===== src/rtl/fetch_unit_pkg.sv =====
// rtl/fetch_unit_pkg.sv - shared constants and state encoding for the fetch stage
package fetch_unit_pkg;

    localparam int                 FETCH_CPU_WIDTH     = 32;
    localparam logic [31:0]        FETCH_RESET_PC      = 32'h0000_0000;
    localparam int                 INST_MEM_ADDR_DEPTH = 1024;
    localparam int                 INST_MEM_BYTES      = 4 * INST_MEM_ADDR_DEPTH;
    localparam logic [31:0]        INST_NOP            = 32'h0000_0013;

    typedef enum logic {
        FETCH_ST_RUN  = 1'b0,
        FETCH_ST_HALT = 1'b1
    } fetch_state_e;

endpackage


===== src/rtl/fetch_unit_if_id_reg.sv =====
// rtl/fetch_unit_if_id_reg.sv - IF/ID pipeline register with hold and squash
module if_id_reg
    import fetch_unit_pkg::*;
#(
    parameter int                   WIDTH    = FETCH_CPU_WIDTH,
    parameter logic [WIDTH-1:0]     RESET_PC = WIDTH'(FETCH_RESET_PC)
) (
    input  logic             clk,
    input  logic             rst,
    input  logic             hold_i,
    input  logic             squash_i,
    input  logic [WIDTH-1:0] pc_i,
    input  logic [WIDTH-1:0] inst_i,
    output logic [WIDTH-1:0] pc_o,
    output logic [WIDTH-1:0] inst_o,
    output logic             valid_o
);

    logic [WIDTH-1:0] pc_q, pc_d;
    logic [WIDTH-1:0] inst_q, inst_d;
    logic             valid_q, valid_d;

    // Squash beats hold; the pc field is left alone so decode still sees the last real PC.
    always_comb begin
        pc_d    = pc_q;
        inst_d  = inst_q;
        valid_d = valid_q;
        if (squash_i) begin
            inst_d  = WIDTH'(INST_NOP);
            valid_d = 1'b0;
        end else if (!hold_i) begin
            pc_d    = pc_i;
            inst_d  = inst_i;
            valid_d = 1'b1;
        end
    end

    always_ff @(posedge clk) begin
        if (rst) begin
            pc_q    <= RESET_PC;
            inst_q  <= WIDTH'(INST_NOP);
            valid_q <= 1'b0;
        end else begin
            pc_q    <= pc_d;
            inst_q  <= inst_d;
            valid_q <= valid_d;
        end
    end

    assign pc_o    = pc_q;
    assign inst_o  = inst_q;
    assign valid_o = valid_q;

endmodule


===== src/rtl/fetch_unit.sv =====
// rtl/fetch_unit.sv - PC, redirect/squash, fetch-fault detection and sticky halt
module fetch_unit
    import fetch_unit_pkg::*;
#(
    parameter int                   CPU_WIDTH           = FETCH_CPU_WIDTH,
    parameter logic [CPU_WIDTH-1:0] RESET_PC_VALUE      = CPU_WIDTH'(FETCH_RESET_PC),
    parameter int                   INST_MEM_ADDR_DEPTH = fetch_unit_pkg::INST_MEM_ADDR_DEPTH
) (
    input  logic                 clk,
    input  logic                 rst,
    input  logic                 stall_i,
    input  logic                 redirect_valid_i,
    input  logic [CPU_WIDTH-1:0] redirect_pc_i,
    output logic [CPU_WIDTH-1:0] pc_addr_o,
    input  logic [CPU_WIDTH-1:0] inst_i,
    output logic [CPU_WIDTH-1:0] if_id_pc_o,
    output logic [CPU_WIDTH-1:0] if_id_inst_o,
    output logic                 if_id_valid_o,
    output logic                 fetch_fault_o,
    output logic [CPU_WIDTH-1:0] fault_pc_o,
    output logic [31:0]          fetch_cnt_o
);

    localparam logic [CPU_WIDTH-1:0] MEM_BYTES = CPU_WIDTH'(4 * INST_MEM_ADDR_DEPTH);

    fetch_state_e         state_q, state_d;
    logic [CPU_WIDTH-1:0] pc_q, pc_d;
    logic                 fault_q, fault_d;
    logic [CPU_WIDTH-1:0] fault_pc_q, fault_pc_d;
    logic [31:0]          cnt_q, cnt_d;
    logic                 fault_cond;
    logic                 if_id_hold;
    logic                 if_id_squash;

    // Unsigned offset compare also catches PCs below the window and a +4 wrap past 2^W.
    assign fault_cond = (pc_q[1:0] != 2'b00) || ((pc_q - RESET_PC_VALUE) >= MEM_BYTES);

    always_ff @(posedge clk) begin
        if (rst) begin
            state_q <= FETCH_ST_RUN;
        end else begin
            state_q <= state_d;
        end
    end

    always_comb begin
        state_d = state_q;
        if (state_q == FETCH_ST_RUN && !redirect_valid_i && fault_cond) begin
            state_d = FETCH_ST_HALT;
        end
    end

    always_comb begin
        pc_d         = pc_q;
        fault_d      = fault_q;
        fault_pc_d   = fault_pc_q;
        cnt_d        = cnt_q;
        if_id_hold   = 1'b1;
        if_id_squash = 1'b0;
        case (state_q)
            FETCH_ST_RUN: begin
                if (redirect_valid_i) begin
                    pc_d         = redirect_pc_i;
                    if_id_squash = 1'b1;
                end else if (fault_cond) begin
                    fault_d      = 1'b1;
                    fault_pc_d   = pc_q;
                    if_id_squash = 1'b1;
                end else if (!stall_i) begin
                    pc_d       = pc_q + CPU_WIDTH'(4);
                    cnt_d      = cnt_q + 32'd1;
                    if_id_hold = 1'b0;
                end
            end
            default: begin
                if_id_squash = 1'b1;
            end
        endcase
    end

    always_ff @(posedge clk) begin
        if (rst) begin
            pc_q       <= RESET_PC_VALUE;
            fault_q    <= 1'b0;
            fault_pc_q <= '0;
            cnt_q      <= '0;
        end else begin
            pc_q       <= pc_d;
            fault_q    <= fault_d;
            fault_pc_q <= fault_pc_d;
            cnt_q      <= cnt_d;
        end
    end

    if_id_reg #(
        .WIDTH    (CPU_WIDTH),
        .RESET_PC (RESET_PC_VALUE)
    ) u_if_id_reg (
        .clk      (clk),
        .rst      (rst),
        .hold_i   (if_id_hold),
        .squash_i (if_id_squash),
        .pc_i     (pc_q),
        .inst_i   (inst_i),
        .pc_o     (if_id_pc_o),
        .inst_o   (if_id_inst_o),
        .valid_o  (if_id_valid_o)
    );

    assign pc_addr_o     = pc_q;
    assign fetch_fault_o = fault_q;
    assign fault_pc_o    = fault_pc_q;
    assign fetch_cnt_o   = cnt_q;

endmodule


===== config.mk =====
export PLATFORM = sky130hd
export DESIGN_NAME = fetch_unit
export DESIGN_NICKNAME = d
export VERILOG_FILES = /design/src/rtl/fetch_unit_pkg.sv /design/src/rtl/fetch_unit_if_id_reg.sv /design/src/rtl/fetch_unit.sv
export SDC_FILE = /design/constraint.sdc
export NUM_CORES = 1
export LEC_CHECK = 0
export ABC_AREA = 0
export CORE_MARGIN = 4
export CORE_UTILIZATION = 40
export DETAILED_ROUTE_END_ITERATION = 8
export PLACE_DENSITY = 0.73
export SYNTH_ARGS = -nofsm -noshare
export SYNTH_HDL_FRONTEND = slang
export SYNTH_SLANG_ARGS = --single-unit

===== constraint.sdc =====
create_clock -name clk -period 3 [get_ports clk]
set_input_delay 0.3 -clock clk [delete_from_list [all_inputs] [get_ports clk]]
set_output_delay 0.3 -clock clk [all_outputs]
set_load 0.1 [all_outputs]

# After elaboration in Yosys (flattened, before gate mapping)
# Cells that the tools add are included.
[word_totals] regBits=163 wordCells=39
[classes] n_addsub=2 order_cmp=1 n_eq_ne=2 n_mux=10 bitwise=6 n_reduce_logical=10
[op_table] operator="2-to-1 mux 32 bit" n=3
[op_table] operator="adder 32 x 1 -> 32 bit (second input constant)" n=1
[op_table] operator="adder 32 x 3 -> 32 bit (second input constant)" n=1
[op_table] operator="greater-or-equal comparator 32 x 13 -> 1 bit (second input constant)" n=1
[op_table] operator="2-to-1 mux 1 bit" n=7
[op_table] operator="NOT 1 bit" n=6
[op_table] operator="AND reduction 3 bit" n=2
[op_table] operator="AND reduction 4 bit" n=1
[op_table] operator="logical AND 1 bit" n=2
[op_table] operator="inequality test 2 x 1 -> 1 bit (second input constant)" n=1
[op_table] operator="inequality test 2 bit (second input constant)" n=1
[op_table] operator="AND reduction 2 bit" n=1
[op_table] operator="nonzero test 2 bit" n=1
[op_table] operator="OR reduction 2 bit" n=1
[op_table] operator="zero test 1 bit" n=1
[op_table] operator="logical OR 1 bit" n=1

# Logic depth before layout (Yosys ltp)
[logic_depth] ltp_word=7 mapped_depth=8

# Cells and area by module
# From an unflattened synthesis, not the netlist that was laid out.
[hier_totals] hier_cells=804 hier_area_um2=6962.9
[modules_own_cells] mod="fetch_unit" n_inst=1 cells_each=551 area_per_inst_um2=4453.0 seq_area_each_um2=1961.9
[modules_own_cells] mod="if_id_reg" n_inst=1 cells_each=253 area_per_inst_um2=2509.9 seq_area_each_um2=1301.2

# Worst setup path before layout
# No wires, ideal clock.
[synth_timing] path_kind="flip-flop to flip-flop" start="reg cnt_q[4] (netlist: fetch_cnt_o[4])" end="reg cnt_q[27] (netlist: fetch_cnt_o[27])" setup_time_ps=70 arrival_ps=2807 t_required_ps=2930 path_slack_ps=122 path_stages_with_launch=7 path_buffers=1 synth_period_minus_slack_ps=2878 path_cell_list="dfxtp_1 nand4_1 nor4_1 nand2_1 clkbuf_1 or4_1 a21oi_1"
[synth_between] elab_chain_cells=1
[synth_lines] element="start, declared" line="fetch_unit.sv:30" text="logic [31:0] cnt_q, cnt_d;"
[synth_lines] element="start signal, assigned" line="fetch_unit.sv:91" text="cnt_q <= cnt_d;"
[synth_lines] element="adder 32 x 1 -> 32 bit" line="fetch_unit.sv:71" text="cnt_d = cnt_q + 32'd1;"
# Every way passes these cells.
# A chain may end at the register's enable or synchronous reset.

# Worst setup path in the final report
[layout_timing] start="reg pc_q[18] (netlist: pc_addr_o[18])" end="reg cnt_q[14] (netlist: fetch_cnt_o[14])"
[layout_between] elab_chain_cells=4
[layout_lines] element="start, declared" line="fetch_unit.sv:27" text="logic [CPU_WIDTH-1:0] pc_q, pc_d;"
[layout_lines] element="start signal, assigned" line="fetch_unit.sv:88" text="pc_q <= pc_d;"
[layout_lines] element="greater-or-equal comparator 32 x 13 -> 1 bit" line="fetch_unit.sv:36" text="assign fault_cond = (pc_q[1:0] != 2'b00) || ((pc_q - RESET_PC_VALUE) >= MEM_BYTES);"
[layout_lines] element="logical OR 1 bit" line="fetch_unit.sv:36"
[layout_lines] element="NOT 1 bit (no source line)"
[layout_lines] element="AND reduction 4 bit (no source line)"
# Every way passes these cells.

==> results by group <==
Clock network
  • Post-CTS sizing: 0
  • Worst-Skew Late Latency: 420 ps
  • Clk slew on worst S/H paths: 60 ps
  • Buffer type at the clock tree root: clkbuf_16
  • CTS tree: yes
  • Max clock buf depth: 2
  • Buffer count from post-CTS setup fixing: 0
  • Total CTS buffers: 17
  • Hold Buf Count CTS: 0
  • H-tree depth: 4
  • CTS sink cnt: 163

Critical path
  • Delay-heaviest family, CP: simple AND/OR/NAND/NOR gates
  • RR Startpoint: pc_addr_o[18]$_SDFFE_PP0P_
  • Crit-path cells: or4_4 -> nor3_2 -> nand3_1 -> or4_1 -> a21oi_1
  • WP buf/inv: 0
  • Crit. End Element: flop
  • Worst EP required: 3350 ps
  • Reg2Reg Setup Slack: 480 ps
  • Slowest CP cell: or4_4
  • Startpoint Class: flop
  • Crit path max fanout: 12
  • Worst reg2reg path depth: 5
  • Max incr delay on CP: 600 ps
  • Critical path data arrival time: 2870 ps
  • Crit Path Class: flop to flop
  • Reg-to-reg endpoint: fetch_cnt_o[14]$_SDFFE_PP0P_
  • CP Depth: 5

Route
  • Vias: 6,369
  • DRT Wirelength: 19,700 µm
  • DRT iter0 DRCs: 552
  • Drt pass-1 iters: 5
  • Antenna viol nets, final: 0
  • Via/cell ratio: 5.21
  • Wire length per cell: 16.1 µm
  • DRC Markers: 0

Logic synthesis
  • Ys async rst share: 0%
  • Mean Syn Cell Area: 8.10 µm²
  • Xor and xnor area share after synthesis: 1.78%
  • Synth Flop Type: dfxtp_1
  • Synth Area in Adders: 0.587%
  • Sequential-to-total area share from yosys stat: 51.1%
  • Largest family of logic cells by synthesized area: simple AND/OR/NAND/NOR gates
  • Syn Inst Count: 789
  • Distinct cells, synth: 43
  • Number of synthesized register bits: 163
  • List of most frequent post-synthesis cells: 208 x nand2_1, 163 x dfxtp_1, 114 x a21oi_1
  • Most common cell in the netlist: nand2_1
  • Syn_nets: 860
  • Synth top area share: 51.1%
  • Post-synth EDFFs: 0
  • Synth Area in Simple Gates: 27.0%
  • Synth Cell Area: 6390 µm²
  • Largest area contributor in the netlist: dfxtp_1
  • Synth area leaders: dfxtp_1 51%, nand2_1 12%, a21oi_1 8.9%, clkbuf_1 2.6%, nor2_1 2.3%
  • Synth Area in Compound Gates: 15.4%
  • Ys Warns: 0
  • Post-synthesis mux area share: 0.157%

Layout
  • Layout cell share with drive strength beyond 1: 16.8%
  • Fill count: 1,464
  • Post-layout util: 59.3%
  • ANT cells: 0
  • Area grow syn2layout: 43.1%
  • Final #Nets: 1,071

Power
  • Part of the power in registers: 44.3%
  • Peak supply drop: 0.000374 V
  • Combinational share of power: 15.1%
  • Clock power frac: 40.7%
  • Sw Share: 27.9%
  • Switching Power: 1.44 mW
  • Int Power: 3.71 mW
  • Leakage: 3.37 nW
  • PD cells: 563 nW/µm²

Die
  • Site row count: 45
  • DIE HEIGHT: 134 µm
  • Horiz. Die Dim: 134 µm
  • Die area: 18,100 µm²
  • Initial core utilization: 41.4%
  • Core ar.: 15,400 µm²
  • IO Count: 230

STA
  • Rel. slew slack: 24.2%
  • Layout Skew: 5.40 ps
  • RSZ-0062 raised after global routing: false
  • Hold Vio Cnt, Final: 0
  • Setup TNS: 0 ps
  • Slew @ Worst Pin: 1130 ps
  • Fin crit share: 83.9%
  • Fmax: 397 MHz
  • Endpoints failing setup: 0
  • Min Clock Period, post-route: 2520 ps
  • Slew Viols, Final: 0

Global route
  • Initial antenna violation count: 1
  • Vias in the first global route: 5,762
  • First-pass GRT wire length: 30,700 µm
  • Layer with the highest usage: met2
  • Global routing usage on met3: 6.34%
  • All-layer global routing usage: 21.2%
  • Global routing usage on met2: 32.4%
  • M1 GR Usage: 28.7%
  • Total gr overflow: 0
  • Largest net degree at the start of global routing: 78

Placement
  • Post-DP HPWL: 13,700 µm
  • Routability Congestion: 0.861
  • Number of buffers added on ports: 229

Min path
  • Hold Startpoint: rst
  • Worst hold path depth: 2
  • WHS Endpoint: fetch_cnt_o[6]$_SDFFE_PP0P_
  • Hold WC Path Type: input port to flop

Flow run
  • MaxCap Viol Count: 0

Status
  • Run status: complete, no violations
==> state kept, by name, summed over array words and instances, names as in the netlist <==
name                 cells
fault_pc_o              32
fetch_cnt_o             32
pc_addr_o               32
u_if_id_reg.inst_o      32
u_if_id_reg.pc_o        32
fetch_fault_o            1
state_q                  1
u_if_id_reg.valid_o      1
==> layout by cell type (no fill, tap or decap), drive strengths merged, types with 7 or more instances in the layout <==
cell,n
a21oi,114
and2,23
and4,7
buf,136
clkbuf,26
clkdlybuf4s50,109
dfxtp,163
inv,12
nand2,208
nand3,18
nand4,18
nor2,39
nor3,7
nor4,14
o21ai,18
o31ai,17
or3,12
or4,12
xnor2,11
==> through the flow <==
stage | setup WS [ps] | cells | total power, mW | hold slack (ps) | instance area, µm²
final | 484 | 1223 | 5.15 | 289 | 9150
after floorplan | 122 | 789 | 2.83 | 421 | 6390
after CTS | 481 | 1223 | 5.21 | 265 | 9150
after global routing | 277 | 1223 | 5.35 | 292 | 9150
after detailed placement | 498 | 1192 | 3.10 | 444 | 8580
after global placement | 551 | 1192 | 3.09 | 442 | 8580
==> power by group through the flow <==
stage	sequential [mW]	combinational, mW	clock (mW)
after floorplan	2.63	0.206	0
after global placement	2.32	0.769	0
final	2.28	0.775	2.10
after global routing	2.29	0.816	2.24
after CTS	2.28	0.776	2.16
after detailed placement	2.33	0.773	0
==> how the worst max path moves through the flow <==
stage                                startpoint                            to  slack, ps
finish               pc_addr_o[18]$_SDFFE_PP0P_  fetch_cnt_o[14]$_SDFFE_PP0P_        480
global route         pc_addr_o[21]$_SDFFE_PP0P_  fetch_cnt_o[14]$_SDFFE_PP0P_        280
CTS                  pc_addr_o[18]$_SDFFE_PP0P_  fetch_cnt_o[14]$_SDFFE_PP0P_        480
detailed placement   pc_addr_o[21]$_SDFFE_PP0P_  fetch_cnt_o[14]$_SDFFE_PP0P_        500
global placement     pc_addr_o[21]$_SDFFE_PP0P_  fetch_cnt_o[14]$_SDFFE_PP0P_        550
floorplan           fetch_cnt_o[4]$_SDFFE_PP0P_  fetch_cnt_o[27]$_SDFFE_PP0P_        120
==> per-layer routing <==
metal / wire [µm] / up-vias / share of wire (%)
li1: - / 3145 / -
met5: 13 / - / 0.066
met1: 8700 / 2970 / 44
met4: 347 / 2 / 1.8
met3: 1550 / 27 / 7.9
met2: 9070 / 225 / 46
==> cell type report <==
type                    instances  area [µm²]  share of cell area (%)
flip-flops and latches        163        3260                    35.7
multi-input cells             561        2900                    31.7
repair buffers                245        2110                    23.1
clock buffers                  26         489                    5.35
well taps                     211         264                    2.89
clock inverters                 5        75.1                   0.821
inverters                      12        45.0                   0.492
==> cells by family after synthesis <==
group | Yosys count
AO/OA/AOI/OAI | 175
AND/OR/NAND/NOR | 369
multiplexers | 1
buffers and inverters | 65
XOR/XNOR | 13
flip-flops | 163
adder cells (fa/ha/maj) | 3
Note: power is estimated with default switching activity, not from simulation.
